===== src/rtl/serial_adder_pkg.sv =====
// Shared constants, state encoding and index-width helper for the nibble-serial adder.
package serial_adder_pkg;

    localparam int NIBBLE_W = 4;

    typedef enum logic [1:0] {
        ST_IDLE = 2'd0,
        ST_RUN  = 2'd1,
        ST_DONE = 2'd2
    } state_t;

    function automatic int idx_w(input int n);
        return (n <= 2) ? 1 : $clog2(n);
    endfunction

endpackage


===== src/rtl/serial_adder_ctrl_four_bit_adder.sv =====
// 4-bit ripple-carry adder with scalar bit ports; one slice of the serial datapath.
module four_bit_adder (
    input  logic a0,
    input  logic a1,
    input  logic a2,
    input  logic a3,
    input  logic b0,
    input  logic b1,
    input  logic b2,
    input  logic b3,
    input  logic cin,
    output logic s0,
    output logic s1,
    output logic s2,
    output logic s3,
    output logic cout
);

    logic w_c1, w_c2, w_c3;

    assign s0   = a0 ^ b0 ^ cin;
    assign w_c1 = (a0 & b0) | (cin  & (a0 ^ b0));
    assign s1   = a1 ^ b1 ^ w_c1;
    assign w_c2 = (a1 & b1) | (w_c1 & (a1 ^ b1));
    assign s2   = a2 ^ b2 ^ w_c2;
    assign w_c3 = (a2 & b2) | (w_c2 & (a2 ^ b2));
    assign s3   = a3 ^ b3 ^ w_c3;
    assign cout = (a3 & b3) | (w_c3 & (a3 ^ b3));

endmodule


===== src/rtl/serial_adder_ctrl.sv =====
// Nibble-serial W-bit adder controller with valid/ready on both sides.
// Optional macro SERIAL_ADD_SUB_EN adds a 'sub' port for a-b (two's complement).
//
// state | meaning
// IDLE  | in_ready=1, waiting for operands
// RUN   | one nibble per cycle through the shared adder, LSB slice first
// DONE  | out_valid=1, result held until out_ready
module serial_adder_ctrl
    import serial_adder_pkg::*;
#(
    parameter int NIBBLES = 4
) (
    input  logic                      clk,
    input  logic                      rst,
    input  logic                      in_valid,
    output logic                      in_ready,
    input  logic [4*NIBBLES-1:0]      a,
    input  logic [4*NIBBLES-1:0]      b,
    input  logic                      cin,
`ifdef SERIAL_ADD_SUB_EN
    input  logic                      sub,
`endif
    output logic                      out_valid,
    input  logic                      out_ready,
    output logic [4*NIBBLES-1:0]      sum,
    output logic                      cout
);

    localparam int W  = NIBBLE_W * NIBBLES;
    localparam int IW = idx_w(NIBBLES);

    state_t          r_state;
    logic [W-1:0]    r_a;
    logic [W-1:0]    r_b;
    logic            r_carry;
    logic [IW-1:0]   r_idx;
    logic [W-1:0]    r_sum;
    logic            r_cout;
    logic            r_in_ready;
    logic            r_out_valid;
    logic            r_sub;

    logic [NIBBLE_W-1:0] w_a_sl;
    logic [NIBBLE_W-1:0] w_b_sl;
    logic [NIBBLE_W-1:0] w_s;
    logic                w_co;
    logic                w_sub_in;

`ifdef SERIAL_ADD_SUB_EN
    assign w_sub_in = sub;
`else
    assign w_sub_in = 1'b0;
`endif

    always_comb begin
        w_a_sl = '0;
        w_b_sl = '0;
        for (int i = 0; i < NIBBLES; i++) begin
            if (r_idx == IW'(i)) begin
                w_a_sl = r_a[i*NIBBLE_W +: NIBBLE_W];
                w_b_sl = r_b[i*NIBBLE_W +: NIBBLE_W];
            end
        end
        // Subtraction feeds the inverted B slice; the +1 comes from the carry init.
        if (r_sub) begin
            w_b_sl = ~w_b_sl;
        end
    end

    four_bit_adder u_adder (
        .a0   (w_a_sl[0]),
        .a1   (w_a_sl[1]),
        .a2   (w_a_sl[2]),
        .a3   (w_a_sl[3]),
        .b0   (w_b_sl[0]),
        .b1   (w_b_sl[1]),
        .b2   (w_b_sl[2]),
        .b3   (w_b_sl[3]),
        .cin  (r_carry),
        .s0   (w_s[0]),
        .s1   (w_s[1]),
        .s2   (w_s[2]),
        .s3   (w_s[3]),
        .cout (w_co)
    );

    always_ff @(posedge clk or posedge rst) begin
        if (rst) begin
            r_state     <= ST_IDLE;
            r_a         <= '0;
            r_b         <= '0;
            r_carry     <= 1'b0;
            r_idx       <= '0;
            r_sum       <= '0;
            r_cout      <= 1'b0;
            r_in_ready  <= 1'b1;
            r_out_valid <= 1'b0;
            r_sub       <= 1'b0;
        end else begin
            case (r_state)
                ST_IDLE: begin
                    if (in_valid) begin
                        r_a        <= a;
                        r_b        <= b;
                        r_sub      <= w_sub_in;
                        r_carry    <= w_sub_in ? 1'b1 : cin;
                        r_idx      <= '0;
                        r_in_ready <= 1'b0;
                        r_state    <= ST_RUN;
                    end
                end
                ST_RUN: begin
                    for (int i = 0; i < NIBBLES; i++) begin
                        if (r_idx == IW'(i)) begin
                            r_sum[i*NIBBLE_W +: NIBBLE_W] <= w_s;
                        end
                    end
                    r_carry <= w_co;
                    r_idx   <= r_idx + IW'(1);
                    if (r_idx == IW'(NIBBLES - 1)) begin
                        r_cout      <= w_co;
                        r_out_valid <= 1'b1;
                        r_state     <= ST_DONE;
                    end
                end
                ST_DONE: begin
                    // No bypass: the IDLE cycle after release is always spent.
                    if (out_ready) begin
                        r_out_valid <= 1'b0;
                        r_in_ready  <= 1'b1;
                        r_state     <= ST_IDLE;
                    end
                end
                default: begin
                    r_state     <= ST_IDLE;
                    r_in_ready  <= 1'b1;
                    r_out_valid <= 1'b0;
                end
            endcase
        end
    end

    assign in_ready  = r_in_ready;
    assign out_valid = r_out_valid;
    assign sum       = r_sum;
    assign cout      = r_cout;

endmodule


===== config.mk =====
export PLATFORM = sky130hd
export DESIGN_NAME = serial_adder_ctrl
export DESIGN_NICKNAME = d
export VERILOG_FILES = /design/src/rtl/serial_adder_pkg.sv /design/src/rtl/serial_adder_ctrl_four_bit_adder.sv /design/src/rtl/serial_adder_ctrl.sv
export SDC_FILE = /design/constraint.sdc
export NUM_CORES = 1
export LEC_CHECK = 0
export ABC_AREA = 1
export CORE_UTILIZATION = 28
export DETAILED_ROUTE_END_ITERATION = 10
export SLEW_MARGIN = 15
export SYNTH_ARGS = -nofsm -noshare
export SYNTH_HDL_FRONTEND = slang
export SYNTH_SLANG_ARGS = --single-unit

===== constraint.sdc =====
create_clock -name clk -period 3.75 [get_ports clk]
set_clock_uncertainty 0.2 [all_clocks]
set_input_delay 0.75 -clock clk [delete_from_list [all_inputs] [get_ports clk]]
set_output_delay 0.75 -clock clk [all_outputs]
set_load 0.05 [all_outputs]

Yosys cells after proc, flatten, opt, wreduce, memory -nomap -nowiden
Index checks and enable logic that the tools add are counted.
{ "totals": {"ff_bits": 56, "latch_bits": 0, "ramBits": 0, "mem_bits_ro": 0, "in_bits": 37, "out_inout_bits": 19, "elab_cells": 77, "memories": 0} }
{ "op_classes": {"add_sub_neg": 1, "multipliers": 0, "n_div": 0, "magnitude_cmp": 0, "n_eq_ne": 8, "shift": 0, "muxes": 22, "n_bitwise": 22, "reduce_logical": 12} }
{ "op_table": {"columns": ["cell", "count"], "rows": [
  ["4-bit 2-to-1 mux", 8],
  ["2-bit AND reduction", 6],
  ["3-bit AND reduction", 3],
  ["1-bit AND", 8],
  ["2-bit 2-to-1 mux", 4],
  ["1-bit bitwise XOR", 8],
  ["2-bit equality test, second input constant", 3],
  ["2-bit != test, second input constant", 3],
  ["1-bit case mux with 3 select lines", 2],
  ["2-bit case mux with 3 select lines", 1],
  ["1-bit 2-to-1 mux", 5],
  ["2-bit by 1-bit equality test with 1-bit output, second input constant", 2],
  ["2-bit zero test", 2],
  ["1-bit bitwise OR", 4],
  ["2-bit case mux with 2 select lines", 1],
  ["2-bit by 1-bit adder with 2-bit output, second input constant", 1],
  ["1-bit inverter", 2],
  ["1-bit case mux with 2 select lines", 1],
  ["2-bit nonzero test", 1]
]} }

Logic depth before layout (Yosys ltp)
{ "logic_depth": {"word_depth": 15, "depth_mapped": 15, "ltp_nobuf": 14} }

Cells and area by module
From an unflattened synthesis, not the netlist that was laid out.
{ "unflattened": {"hier_cells": 325, "area_unflattened_um2": 2736.4} }
{ "modules_own_cells": {"columns": ["module", "n_inst", "cells_per_inst", "area_per_inst_um2", "seq_area_each_um2"], "rows": [
  ["serial_adder_ctrl", 1, 311, 2618.8, 1402.6],
  ["four_bit_adder", 1, 14, 117.6, 0.0]
]} }

Worst setup path after synthesis
Ideal clock, no wire load.
{ "synth_timing": {"path_kind": "register to register", "startpoint": "register r_idx[0]", "endpoint": "register r_sum[3] (netlist: sum[3])", "setup_time_ns": 0.083, "arrival_time_ns": 2.707, "required_ns": 3.467, "path_slack_ns": 0.760, "path_stages_with_launch": 15, "n_path_buf": 1, "synth_period_minus_slack_ns": 2.990, "path_cell_list": "dfrtp_1 ha_1 buf_2 inv_1 nand2_1 nand3_1 nand2_1 nand2_1 fa_1 inv_1 fa_1 fa_1 fa_1 inv_1 o21ai_0"} }
{ "synth_via": {"elab_chain_len": 13, "elab_cells_between_ends": 27, "classes_between": "eq/ne (3); mux (8); bitwise (14); reduce/logical (2)"} }
{ "synth_lines": {"columns": ["element", "line", "source"], "rows": [
  ["start: declaration", "serial_adder_ctrl.sv:36", "logic [IW-1:0] r_idx;"],
  ["start signal: assignment", "serial_adder_ctrl.sv:119", "r_idx <= r_idx + IW'(1);"],
  ["2-bit zero test", "serial_adder_ctrl.sv:59", "if (r_idx == IW'(i)) begin"],
  ["4-bit 2-to-1 mux (4 in series)", "serial_adder_ctrl.sv:59", null],
  ["1-bit bitwise XOR", "serial_adder_ctrl_four_bit_adder.sv:22", "assign w_c1 = (a0 & b0) | (cin & (a0 ^ b0));"],
  ["1-bit AND", "serial_adder_ctrl_four_bit_adder.sv:22", null],
  ["1-bit bitwise OR", "serial_adder_ctrl_four_bit_adder.sv:22", null],
  ["1-bit AND", "serial_adder_ctrl_four_bit_adder.sv:24", "assign w_c2 = (a1 & b1) | (w_c1 & (a1 ^ b1));"],
  ["1-bit bitwise OR", "serial_adder_ctrl_four_bit_adder.sv:24", null],
  ["1-bit AND", "serial_adder_ctrl_four_bit_adder.sv:26", "assign w_c3 = (a2 & b2) | (w_c2 & (a2 ^ b2));"],
  ["1-bit bitwise OR", "serial_adder_ctrl_four_bit_adder.sv:26", null],
  ["1-bit bitwise XOR (*)", "serial_adder_ctrl_four_bit_adder.sv:27", "assign s3 = a3 ^ b3 ^ w_c3;"],
  ["named net u_adder.s3", "serial_adder_ctrl_four_bit_adder.sv:15", "output logic s3,"],
  ["end signal: indexed assignment", "serial_adder_ctrl.sv:115", "r_sum[i*NIBBLE_W +: NIBBLE_W] <= w_s;"],
  ["end: declaration", "serial_adder_ctrl.sv:37", "logic [W-1:0] r_sum;"]
]} }
The timed path passes the listed nets; every way through them passes the cells marked *.
A chain may end at the register's enable or synchronous reset.

Worst setup path after layout
{ "layout_timing": {"startpoint": "register r_idx[0]", "endpoint": "register r_sum[11] (netlist: sum[11])"} }
Same word-level chain as after synthesis.

==> run summary <==
Combinational Power Share -> 53.5%
Syn Area/Cell -> 8.25 um^2
first-pass GRT wire length -> 9.99 mm
clock power share -> 12.6%
Synth Cell Area -> 0.00254 mm^2
Worst-Skew Late Latency -> 0.31 ns
Starting Density -> 29.0%
routed length per instance -> 12.5 um
worst-case reg-to-reg path depth -> 13
grt met2 use -> 21.2%
Num CTS Buffers -> 5
HP Class -> flop to flop
Req. time, crit path -> 3.79 ns
RSZ-0062 raised after global routing -> no
IO Port Bufs -> 55
f_max -> 295 MHz
die height -> 97.2 um
sequential share of power -> 33.9%
critical path type -> flop to flop
global placer's final weighted congestion -> 0.847
cell area after placement -> 0.00320 mm^2
Area Overhead vs Synth -> 30.3%
WL final -> 5.91 mm
Vias/cell -> 4.39
Core Area -> 0.00876 mm^2
P_int -> 1.64 mW
H-tree Lvls -> 2
Worst Path Max Fanout -> 11
hold_buf cts -> 0
setup ws final -> 0.365 ns
num ports -> 56
root buf cell -> clkbuf_8
number of max-cap violations -> 0
type of origin of the critical path -> flop
maximum vdd drop -> 286 uV
DP HPWL -> 4.52 mm
post_cts resized -> 0
Fin. Hold Viols -> 0
crit path time final -> 3.39 ns
Worst-path clk slew -> 0.10 ns
Cell variety after synth -> 17
met3 GRT Util -> 2.73%
share of cells above drive strength 1 -> 6.58%
Setup TNS Final -> 0 ns
Max-Slew Margin vs Limit -> 59.2%
setup-violating endpoint count in the final report -> 0
gr ovfl total -> 0
vias in the first global route -> 2103
Die Width -> 97.2 um
M1 GR Usage -> 17.9%
grt peak-use layer -> met2
synthesis warning total -> 0
clk buf depth -> 2
DRC -> 0
post-synth net total -> 353
CTS sink count -> 56
Cells after Synth -> 308
Post-CTS Setup Bufs -> 0
crit path capture type -> flop
drt first pass iters -> 4
initial antenna violation count -> 0
Yosys reg bits -> 56
switch share -> 47.8%
status -> completed
Site Rows -> 34
die area -> 0.00946 mm^2
1st-iter DRT viols -> 123
sequential area share after synthesis -> 55.2%
pre-CTS WS -> 0.390 ns
n_diodes -> 0
largest net degree at the start of global routing -> 31
max-slew violations -> 0
critical path arrival -> 3.42 ns
GRT Total Usage -> 13.1%
final period utilization -> 90.3%
Final #Nets -> 409
Psw -> 1.50 mW
Routed Antenna Nets -> 0
routed vias -> 2078
Hold Path Depth -> 2
power per cell area -> 951 mW/mm^2
CTS tree -> yes
Finished Cell Area -> 0.00331 mm^2
Leakage -> 1.64 nW
Slew @ Worst Pin -> 0.611 ns
[power groups by stage]
stage | sequential [mW] | combinational, mW | clock [mW]
2_1_floorplan | 1.34 | 0.899 | 0
5_1_grt | 1.10 | 1.90 | 0.430
3_5_place_dp | 1.08 | 1.71 | 0
6_report | 1.07 | 1.68 | 0.395
4_1_cts | 1.07 | 1.72 | 0.409
3_3_place_gp | 1.07 | 1.68 | 0
[synth_stat cells]
library cell  count  area [um^2]
a21oi_1          12         60.1
dfstp_2           1         26.3
or2_2             1         6.26
buf_4             2         15.0
buf_2             7         35.0
nor2_2            1         6.26
o21ai_0          28          140
ha_1              4         50.1
nor2_4            1         11.3
inv_1            19         71.3
dfrtp_1          55         1380
nand2_1         150          563
nor2_1            9         33.8
nand3_1           6         30.0
inv_2             6         22.5
fa_1              4         80.1
nand2_2           2         12.5
[layout make-up]
class | instances | area (um^2)
well taps | 108 | 135
repair buffers | 58 | 573
clock buffers | 5 | 68.8
multi-input cells | 218 | 993
clock inverters | 3 | 42.5
inverters | 25 | 93.8
fillers | 950 | 5450
flip-flops and latches | 56 | 1400
[critical path: stages, from the launching register on]
cell	delay (ns)
dfrtp_1	0.44
inv_1	0.11
ha_1	0.40
inv_1	0.20
nand3_1	0.13
nand2_1	0.05
nand2_1	0.08
fa_1	0.17
inv_1	0.05
fa_1	0.38
fa_1	0.39
fa_1	0.48
inv_1	0.06
o21ai_0	0.17
[through the flow]
step	hold WS, ns	total power [mW]	instances	util, %
5_1_grt	0.318	3.43	473	37.8
2_1_floorplan	0.234	2.24	308	-
4_1_cts	0.288	3.19	473	37.8
6_report	0.283	3.15	473	37.8
3_3_place_gp	0.257	2.75	465	36.5
3_5_place_dp	0.266	2.79	465	36.5
[layout by cell type (no fill, tap or decap), drive strengths merged]
cell | netlist | layout
buf | 9 | 3
nand2 | 152 | 152
bufinv | 0 | 1
inv | 25 | 25
dfrtp | 55 | 55
clkdlybuf4s50 | 0 | 55
or2 | 1 | 1
dfstp | 1 | 1
nand3 | 6 | 6
nor2 | 11 | 11
o21ai | 28 | 28
a21oi | 12 | 12
clkinv | 0 | 1
ha | 4 | 4
clkinvlp | 0 | 1
fa | 4 | 4
clkbuf | 0 | 5
[cells by family after synthesis]
logic type      share of synthesized area [%]
flops                                    55.2
buf+inv                                  5.66
compound gates                           7.88
fa+ha+maj                                5.12
simple gates                             26.1
[flip-flops by register name, summed over array words and instances (netlist names)]
register	count
r_state	2
r_a	16
sum	16
r_carry	1
in_ready	1
r_idx	2
out_valid	1
cout	1
r_b	16
[metal layers]
layer | vias to the layer above | share of wire [%]
li1 | 1054 | -
met2 | 58 | 45
met1 | 961 | 50
met3 | 5 | 4.5
met4 | 0 | 0.64
met5 | - | 0
[final timing paths]
kind / from / slack, ns / endpoint
max reg2reg: r_idx[0] / 0.36 / sum[11]
min in group asynchronous: rst / 0.63 / sum[11]
max: r_idx[0] / 0.36 / sum[11]
min: in_ready / 0.28 / in_ready
min reg2reg: in_ready / 0.28 / in_ready
max in group asynchronous: rst / 2.05 / in_ready
Power figures use the tool's default switching activity.
